<file path="src/rtl/fpu_zhinx_issue.sv">
// Zhinx half-precision FPU issue stage: one request in flight, IDLE/BUSY/RESP.
// Optional watchdog abort on a stuck FPU when FPU_ZHINX_ISSUE_TIMEOUT_EN is defined.
package fpu_zhinx_pkg;
  parameter int WORD_W = 32;
  typedef enum logic [2:0] {
    FPU_HALF_ADD  = 3'd0,
    FPU_HALF_SUB  = 3'd1,
    FPU_HALF_MUL  = 3'd2,
    FPU_HALF_DIV  = 3'd3,
    FPU_HALF_SQRT = 3'd4,
    FPU_HALF_MIN  = 3'd5,
    FPU_HALF_MAX  = 3'd6,
    FPU_HALF_CMP  = 3'd7
  } fpu_operation_t;
endpackage

module fpu_zhinx_issue #(
  parameter int WORD_W = fpu_zhinx_pkg::WORD_W,
  parameter int TIMEOUT_CYCLES = 64
) (
  input  logic                           CLK,
  input  logic                           RST,
  input  logic                           req_valid,
  output logic                           req_ready,
  input  fpu_zhinx_pkg::fpu_operation_t  req_op,
  input  logic [WORD_W-1:0]              req_a,
  input  logic [WORD_W-1:0]              req_b,
  input  logic [4:0]                     req_rd,
  output logic                           fpu_start,
  output fpu_zhinx_pkg::fpu_operation_t  fpu_operation,
  output logic [WORD_W-1:0]              fpu_a,
  output logic [WORD_W-1:0]              fpu_b,
  input  logic                           fpu_done,
  input  logic [WORD_W-1:0]              fpu_out,
  output logic                           rsp_valid,
  input  logic                           rsp_ready,
  output logic [WORD_W-1:0]              rsp_data,
  output logic [4:0]                     rsp_rd,
  output logic                           rsp_err
);

  typedef enum logic [1:0] {
    IDLE,
    BUSY,
    RESP
  } state_t;

  state_t state;
  state_t state_nx;

  fpu_zhinx_pkg::fpu_operation_t op_q;
  logic [WORD_W-1:0] a_q;
  logic [WORD_W-1:0] b_q;
  logic [WORD_W-1:0] data_q;
  logic [4:0]        rd_q;
  logic              err_q;
  logic              supported;
  logic              timeout;

  assign supported = req_op inside {
    fpu_zhinx_pkg::FPU_HALF_ADD,
    fpu_zhinx_pkg::FPU_HALF_SUB,
    fpu_zhinx_pkg::FPU_HALF_MUL
  };

`ifdef FPU_ZHINX_ISSUE_TIMEOUT_EN
  localparam int CNT_W = $clog2(TIMEOUT_CYCLES) + 1;
  logic [CNT_W-1:0] cnt;

  // Held at zero outside BUSY, so every BUSY entry starts from zero.
  always_ff @(posedge CLK) begin
    if (RST) begin
      cnt <= '0;
    end else if (state != BUSY) begin
      cnt <= '0;
    end else if (!fpu_done) begin
      cnt <= cnt + 1'b1;
    end
  end

  assign timeout = (state == BUSY) && !fpu_done &&
                   (cnt == CNT_W'(TIMEOUT_CYCLES - 1));
`else
  logic unused_timeout_cfg;
  assign unused_timeout_cfg = ^TIMEOUT_CYCLES;
  assign timeout = 1'b0;
`endif

  always_ff @(posedge CLK) begin
    if (RST) begin
      state <= IDLE;
    end else begin
      state <= state_nx;
    end
  end

  always_comb begin
    state_nx = state;
    unique case (state)
      IDLE: begin
        if (req_valid) begin
          state_nx = supported ? BUSY : RESP;
        end
      end
      BUSY: begin
        if (fpu_done || timeout) begin
          state_nx = RESP;
        end
      end
      RESP: begin
        if (rsp_ready) begin
          state_nx = IDLE;
        end
      end
      default: state_nx = IDLE;
    endcase
  end

  always_ff @(posedge CLK) begin
    if (RST) begin
      op_q   <= fpu_zhinx_pkg::FPU_HALF_ADD;
      a_q    <= '0;
      b_q    <= '0;
      rd_q   <= '0;
      data_q <= '0;
      err_q  <= 1'b0;
    end else if (state == IDLE && req_valid) begin
      op_q   <= req_op;
      a_q    <= req_a;
      b_q    <= req_b;
      rd_q   <= req_rd;
      data_q <= '0;
      err_q  <= !supported;
    end else if (state == BUSY && fpu_done) begin
      data_q <= fpu_out;
      err_q  <= 1'b0;
    end else if (timeout) begin
      data_q <= '0;
      err_q  <= 1'b1;
    end
  end

  assign req_ready     = (state == IDLE);
  assign fpu_start     = (state == BUSY);
  assign fpu_operation = op_q;
  assign fpu_a         = a_q;
  assign fpu_b         = b_q;
  assign rsp_valid     = (state == RESP);
  assign rsp_data      = data_q;
  assign rsp_rd        = rd_q;
  assign rsp_err       = err_q;

endmodule

</file>
<file path="config.mk">
export PLATFORM = sky130hd
export DESIGN_NAME = fpu_zhinx_issue
export DESIGN_NICKNAME = d
export VERILOG_FILES = /design/src/rtl/fpu_zhinx_issue.sv
export SDC_FILE = /design/constraint.sdc
export NUM_CORES = 1
export LEC_CHECK = 0
export CAP_MARGIN = 30
export CORE_UTILIZATION = 38
export DETAILED_ROUTE_END_ITERATION = 7
export PLACE_DENSITY = 0.79
export SLEW_MARGIN = 40
export SYNTH_ARGS = -nofsm -noshare
export SYNTH_HDL_FRONTEND = slang
export SYNTH_SLANG_ARGS = --single-unit
</file>
<file path="constraint.sdc">
create_clock -name CLK -period 1.7 [get_ports CLK]
set_input_delay 0.51 -clock CLK [delete_from_list [all_inputs] [get_ports CLK]]
set_output_delay 0.51 -clock CLK [all_outputs]
set_load 0.005 [all_outputs]
</file>
==> key figures, run 1 <==
Routing
  – Via-per-instance ratio: ~4.7
  – WL final: roughly 11 mm
  – DRT antenna net count: 0
  – Residual DRC: 0
  – Initial DRC Count: 98
  – Vias: roughly 3,800
  – Pre-Repair DR Iteration Count: 4
  – Wire per inst: 13.09 µm

Floorplanning
  – I/O Pins: 217
  – Die area: 10,410 µm²
  – Initial core utilization: 39.08%
  – Rows: 36
  – Total core area: 9729 µm²
  – Die W: between 100 and 150 µm
  – DIE HEIGHT: approximately 100 µm

Power
  – VDD IR max: 0.4926 mV
  – Pwr Total: 4.963 mW
  – Power per cell area: 800.3 nW/µm²
  – Lkg Pwr: between 2 and 3 nW

Hold path
  – HP Start: fpu_operation[2]
  – HP Class: reg2reg

Layout
  – Antenna cells: 0
  – Post-route cell area: 6202 µm²
  – Fillers: 868
  – Nets: 790
  – Layout cells sized above 1: 12.83%
  – Area growth syn-to-layout: 63.11%

STA
  – Hold slack: 0.4528 ns
  – Max_slew headroom: 76.86%
  – Worst Tran Pin Value: 0.3471 ns
  – Final Setup Violations: 0
  – Hold Violations, Final: 0
  – Max-slew violation count: 0
  – Post-route clock skew: 0.01067 ns
  – Unrepaired setup endpoints after global routing: false
  – Fin crit share: 96.19%
  – Final min period: 1.635 ns
  – Max Fclk: slightly above 600 MHz

Placed design
  – GPL Wtd Cong: 0.7449
  – Detail Placement HPWL: 7.749 mm
  – I/O Buffers: ~220
  – Placed Area: 6067 µm²

Clocking
  – Clk sinks: about 110
  – TritonCTS buffer count: 9
  – Clk_lat worst skew: 0.35 ns
  – CTS tree: done
  – CTS root buf: clkbuf_8
  – Htree depth: 3
  – Clock slew at reported path FFs: 0.09 ns
  – Hold Buf Count CTS: 0
  – Max clock buf depth: 2

Run
  – Max Cap Violations: 0

Setup path
  – Crit path DAT: 1.86 ns
  – Req. time, crit path: 1.92 ns
  – Startpoint class of the critical path: input pin
  – Worst setup EP type: flop
  – CP Launch Point: req_valid
  – Critical path type: in2reg
  – Worst r2r src: state[1]
  – Crit path max fanout: 34

Global routing
  – GRT Total Usage: 20.13%
  – Initial antenna violation count: 0
  – First-pass GRT wire length: between 15 and 20 mm
  – Vias in the first global route: 3,620
  – Largest net degree at the start of global routing: 62
  – Gr ovfl total: 0

Yosys
  – Ranking of synthesized cells by area: dfxtp_1 56%, nand2_1 21%, a21oi_1 14%, buf_6 2.4%, buf_2 1.8%
  – Post-synthesis sequential area ratio: a little under three fifths
  – #FFs+latches synth: 107
  – Area leader, netlist: dfxtp_1
  – Library cells used by synthesis: 20
  – Cell Area, Synth: 3802 µm²
  – Synthesis Warnings: 0
  – Top cell type's share of synthesized area: 56.33%
  – Syn Nets: 581
  – Average cell area after synthesis: 8.056 µm²
  – Gate Count Post-Synth: between 400 and 500

Outcome
  – Status: finished clean
[worst paths after layout]
path	end	slack [ns]	cells after the start
setup / recovery	fpu_b[14]	0.06	5
setup reg to reg	fpu_b[14]	0.16	6
hold / removal	fpu_operation[2]	0.45	2
hold reg to reg	fpu_operation[2]	0.45	2
[synthesized netlist by cell type]
| cell type | number |
|---|---|
| or2b_4 | 1 |
| buf_2 | 14 |
| a21oi_1 | 106 |
| and3b_1 | 1 |
| nand2b_1 | 2 |
| dfxtp_1 | 107 |
| nor3_1 | 1 |
| buf_6 | 8 |
| clkbuf_1 | 9 |
| nand2_1 | 208 |
| nand3_1 | 1 |
| or3b_4 | 1 |
| clkbuf_2 | 1 |
| nor2_1 | 2 |
| nor3b_1 | 1 |
| nand3b_1 | 1 |
| inv_1 | 1 |
| a31oi_1 | 2 |
| nor2b_1 | 2 |
| buf_8 | 3 |
[critical path: stages]
cell	delay [ns]
clkdlybuf4s50_1	0.49
or3b_4	0.41
buf_4	0.26
nand2_1	0.10
a21oi_1	0.07
[sequential cells by signal, summed over array words and instances, names as in the netlist]
signal,flops
rsp_err,1
state,2
fpu_b,32
fpu_operation,3
rsp_rd,5
fpu_a,32
rsp_data,32
[metrics by stage]
step | std cells | setup WS, ns | TNS (ns) | utilization [%]
after global routing | 819 | 0.01947 | 0 | 63.75
after CTS | 819 | 0.0005230 | 0 | 63.67
final | 819 | 0.06471 | 0 | 63.75
after floorplan | 472 | 0.3096 | 0 | -
after detailed placement | 800 | -0.3186 | -26.00 | 62.36
after global placement | 800 | -0.2804 | -22.77 | 62.36
[layout make-up]
type	count	area (µm²)	share of cell area, %
well taps	133	166.4	2.683
flip-flops and latches	107	2208	35.61
multi-input cells	329	1425	22.98
clock inverters	5	37.54	0.6052
clock buffers	11	131.4	2.118
repair buffers	233	2230	35.95
inverters	1	3.754	0.06052
[kinds of logic after synthesis]
kind of cell	after synthesis	share of synthesized area, %
flip-flops	107	56.33
AND/OR/NAND/NOR	221	22.87
buffers and inverters	36	6.515
AO/OA/AOI/OAI	108	14.28
[repair_timing]
action,CTS,global route
endpoints found under the setup margin,108,4
resized for setup,159,6
buffers inserted,3,0
[power by group]
group | switching [mW] | total, mW | internal (mW)
clock network | 0.850 | 1.39 | 0.544
logic | 0.370 | 0.865 | 0.495
registers | 0.0602 | 2.70 | 2.64
total | 1.28 | 4.96 | 3.68
[per-layer routing]
layer | GRT usage, % | up-vias | share of wire (%)
li1 | - | 1928 | -
met1 | 21.96 | 1724 | 39
met2 | 34.85 | 139 | 49
met3 | 8.003 | 18 | 9.4
met4 | 8.132 | 0 | 1.9
met5 | 0 | - | 0
[layout by cell type (no fill, tap or decap), drive strengths merged]
master / n
dfxtp: 107
a21oi: 106
nor2b: 2
clkinv: 1
nand2: 208
or3b: 1
dlymetal6s2s: 2
clkinvlp: 2
clkdlybuf4s15: 1
and3b: 1
nand3b: 1
nand3: 1
clkbuf: 12
nor2: 2
buf: 18
dlygate4sd2: 104
nor3: 1
nor3b: 1
inv: 3
or2b: 1
a31oi: 2
nand2b: 2
clkdlybuf4s50: 107
No activity file was read; power rests on OpenSTA's default activity.
==> run 2: changes to the inputs <==
Settings changed: PLACE_DENSITY 0.79 to unset, PLACE_DENSITY_LB_ADDON set to 0.08.
==> run 2 against run 1 <==
  * Sequential share of layout area down 0.47 points
  * Fmax up 2.0%
  * Non-clock buffer count up 6
  * Die area unchanged
  * Setup slack better by 0.031 ns
==> key figures, run 2 (synthesized netlist as in run 1, its figures left out) <==
Layout
  – Commonest non-fill, non-tap cell in the layout: nand2_1
  – Fillers: 903 (+4.0%)
  – Area growth syn-to-layout: 64.66%
  – Nets: 796 (+0.76%)
  – Layout cells sized above 1: 13.04% (+0.22 points)
  – Commonest cells after routing, fill and taps aside: 208 x nand2_1, 107 x clkdlybuf4s50_1, 106 x a21oi_1, 105 x dlygate4sd2_1, 61 x dfxtp_1
  – Antenna cells: 0 (unchanged)
  – Finished Layout Cells: 823 (+0.49%)

Setup path
  – Critical Path, Cell by Cell: nor2b_2, clkdlybuf4s15_2
  – CP bufs+invs: 1 (-1)
  – Startpoint class of the critical path: flop
  – Crit path DAT: 1.09 ns (-0.77 ns)
  – Critical path type: reg2out
  – Delay-heaviest family, CP: flip-flops
  – Crit path max fanout: 5 (-85%)
  – Worst path max stage delay: 0.36 ns (-0.13 ns)
  – Req. time, crit path: 1.19 ns (-0.73 ns)
  – Worst setup EP type: output pin
  – CP max stage cell: dfxtp_2

STA
  – Final min period: 1.604 ns (-0.03135 ns)
  – TNS Setup: 0 ns (unchanged)
  – Fin crit share: 94.35% (-1.8 points)
  – Worst Tran Pin Value: 0.4169 ns (+0.06984 ns)
  – Post-route clock skew: 0.004244 ns (-0.006426 ns)
  – Final Setup Violations: 0 (unchanged)
  – Unrepaired setup endpoints after global routing: false
  – Hold Violations, Final: 0 (unchanged)
  – Max_slew headroom: 72.21% (-4.7 points)
  – Max-slew violation count: 0 (unchanged)
  – Max Fclk: 623.5 MHz (+2.0%)

Routing
  – Vias: 3,819 (+0.26%)
  – Pre-Repair DR Iteration Count: 4 (unchanged)
  – DRT antenna net count: 0 (unchanged)
  – Residual DRC: 0 (unchanged)
  – Initial DRC Count: 89 (-9.2%)
  – WL final: 11.02 mm (+2.8%)
  – Via-per-instance ratio: 4.640 (-0.22%)
  – Wire per inst: 13.39 µm (+2.3%)

Global routing
  – Vias in the first global route: 3,621 (+0.028%)
  – GRT Total Usage: 20.91% (+0.78 points)
  – Initial antenna violation count: 0 (unchanged)
  – Largest net degree at the start of global routing: 42 (-32%)
  – First-pass GRT wire length: 16.91 mm (+2.6%)
  – Gr ovfl total: 0 (unchanged)

Clocking
  – Clk_lat worst skew: 0.35 ns (about the same)
  – Clk sinks: 107 (unchanged)
  – Max clock buf depth: 2 (unchanged)
  – Hold Buf Count CTS: 0 (unchanged)
  – CTS tree: done
  – CTS root buf: clkbuf_8
  – TritonCTS buffer count: 9 (unchanged)
  – Clock slew at reported path FFs: 0.09 ns (about the same)
  – Htree depth: 3 (unchanged)

Floorplanning
  – Die area: 10,410 µm² (unchanged)
  – Die W: 102.0 µm (unchanged)
  – Rows: 36 (unchanged)
  – Total core area: 9729 µm² (unchanged)
  – Initial core utilization: 39.08% (unchanged)
  – DIE HEIGHT: 102.0 µm (unchanged)
  – I/O Pins: 217 (unchanged)

Outcome
  – Status: finished clean

Power
  – Power per cell area: 815.0 nW/µm² (+1.8%)
  – VDD IR max: 0.4208 mV (-15%)
  – Lkg Pwr: 2.771 nW (+0.82%)

Placed design
  – GPL Wtd Cong: 0.7915 (+6.3%)
  – I/O Buffers: 216 (unchanged)
  – Detail Placement HPWL: 8.046 mm (+3.8%)
  – Dpl cells: 806 (+0.75%)

Hold path
  – HP Class: reg2reg

Run
  – Max Cap Violations: 0 (unchanged)
## run 2: cell types whose count changed in the layout (fill, tap and decap cells not counted), moves of 2 or more
| cell | delta |
|---|---|
| dfxtp_2 | -4 |
| buf_12 | +2 |
| dlymetal6s2s_1 | -2 |
| inv_6 | -2 |
| buf_2 | +2 |
| buf_4 | +4 |
| clkinvlp_4 | -2 |
| dfxtp_1 | +5 |
## run 2: routing by layer
layer	up-vias	track usage (%)	routed length (µm)
li1	1930	-	-
met5	-	0	0
met1	1712	23.43	4313
met3	31	6.772	995
met4	0	12.42	399
met2	146	34.74	5314
## run 2: worst reg2reg max path, cell delays in order (launching register included)
cell and delay, ns:
dfxtp_1 0.32, buf_4 0.15, or3b_4 0.43, or2b_4 0.24, buf_12 0.15, a21oi_1 0.07
## run 2: final cells by class
cell class	count	area (µm²)	share of cell area, %
timing repair buffer	239	2290	36.57
sequential	107	2200	35.13
inverter	1	3.754	0.05995
clock inverter	3	40.04	0.6395
tap	133	166.4	2.658
clock buffer	11	141.4	2.258
multi-input combinational	329	1420	22.68
## run 2: worst paths after layout
kind,start,end,slack (ns),cells past startpoint
min,fpu_a[7],fpu_a[7],0.45,2
max reg2reg,state[1],rsp_data[18],0.24,5
max,state[0],rsp_valid,0.1,2
min reg2reg,fpu_a[7],fpu_a[7],0.45,2
## run 2: where the power goes
group | internal (mW) | total, mW | switching, mW
sequential | 2.64 | 2.70 | 0.0578
combinational | 0.518 | 0.896 | 0.377
clock | 0.703 | 1.51 | 0.803
total | 3.86 | 5.10 | 1.24
## run 2: repair_timing
item / 4_1_cts / 5_1_grt
buffers inserted: 3 / 0
resized for setup: 161 / 2
setup endpoints to repair: 108 / 2
gates cloned: 0 / 0
## run 2: metrics by stage
step	utilization, %	setup slack, ns	cell area, µm²	total power, mW	hold slack, ns
6_report	64.35	0.09606	6261	5.103	0.4540
3_5_place_dp	63.08	-0.2740	6137	3.744	0.4453
3_3_place_gp	63.08	-0.2466	6137	3.723	0.4404
4_1_cts	64.39	0.0008530	6265	5.173	0.4545
5_1_grt	64.35	0.03188	6261	5.349	0.4723
2_1_floorplan	-	0.3096	3802	3.119	0.4494
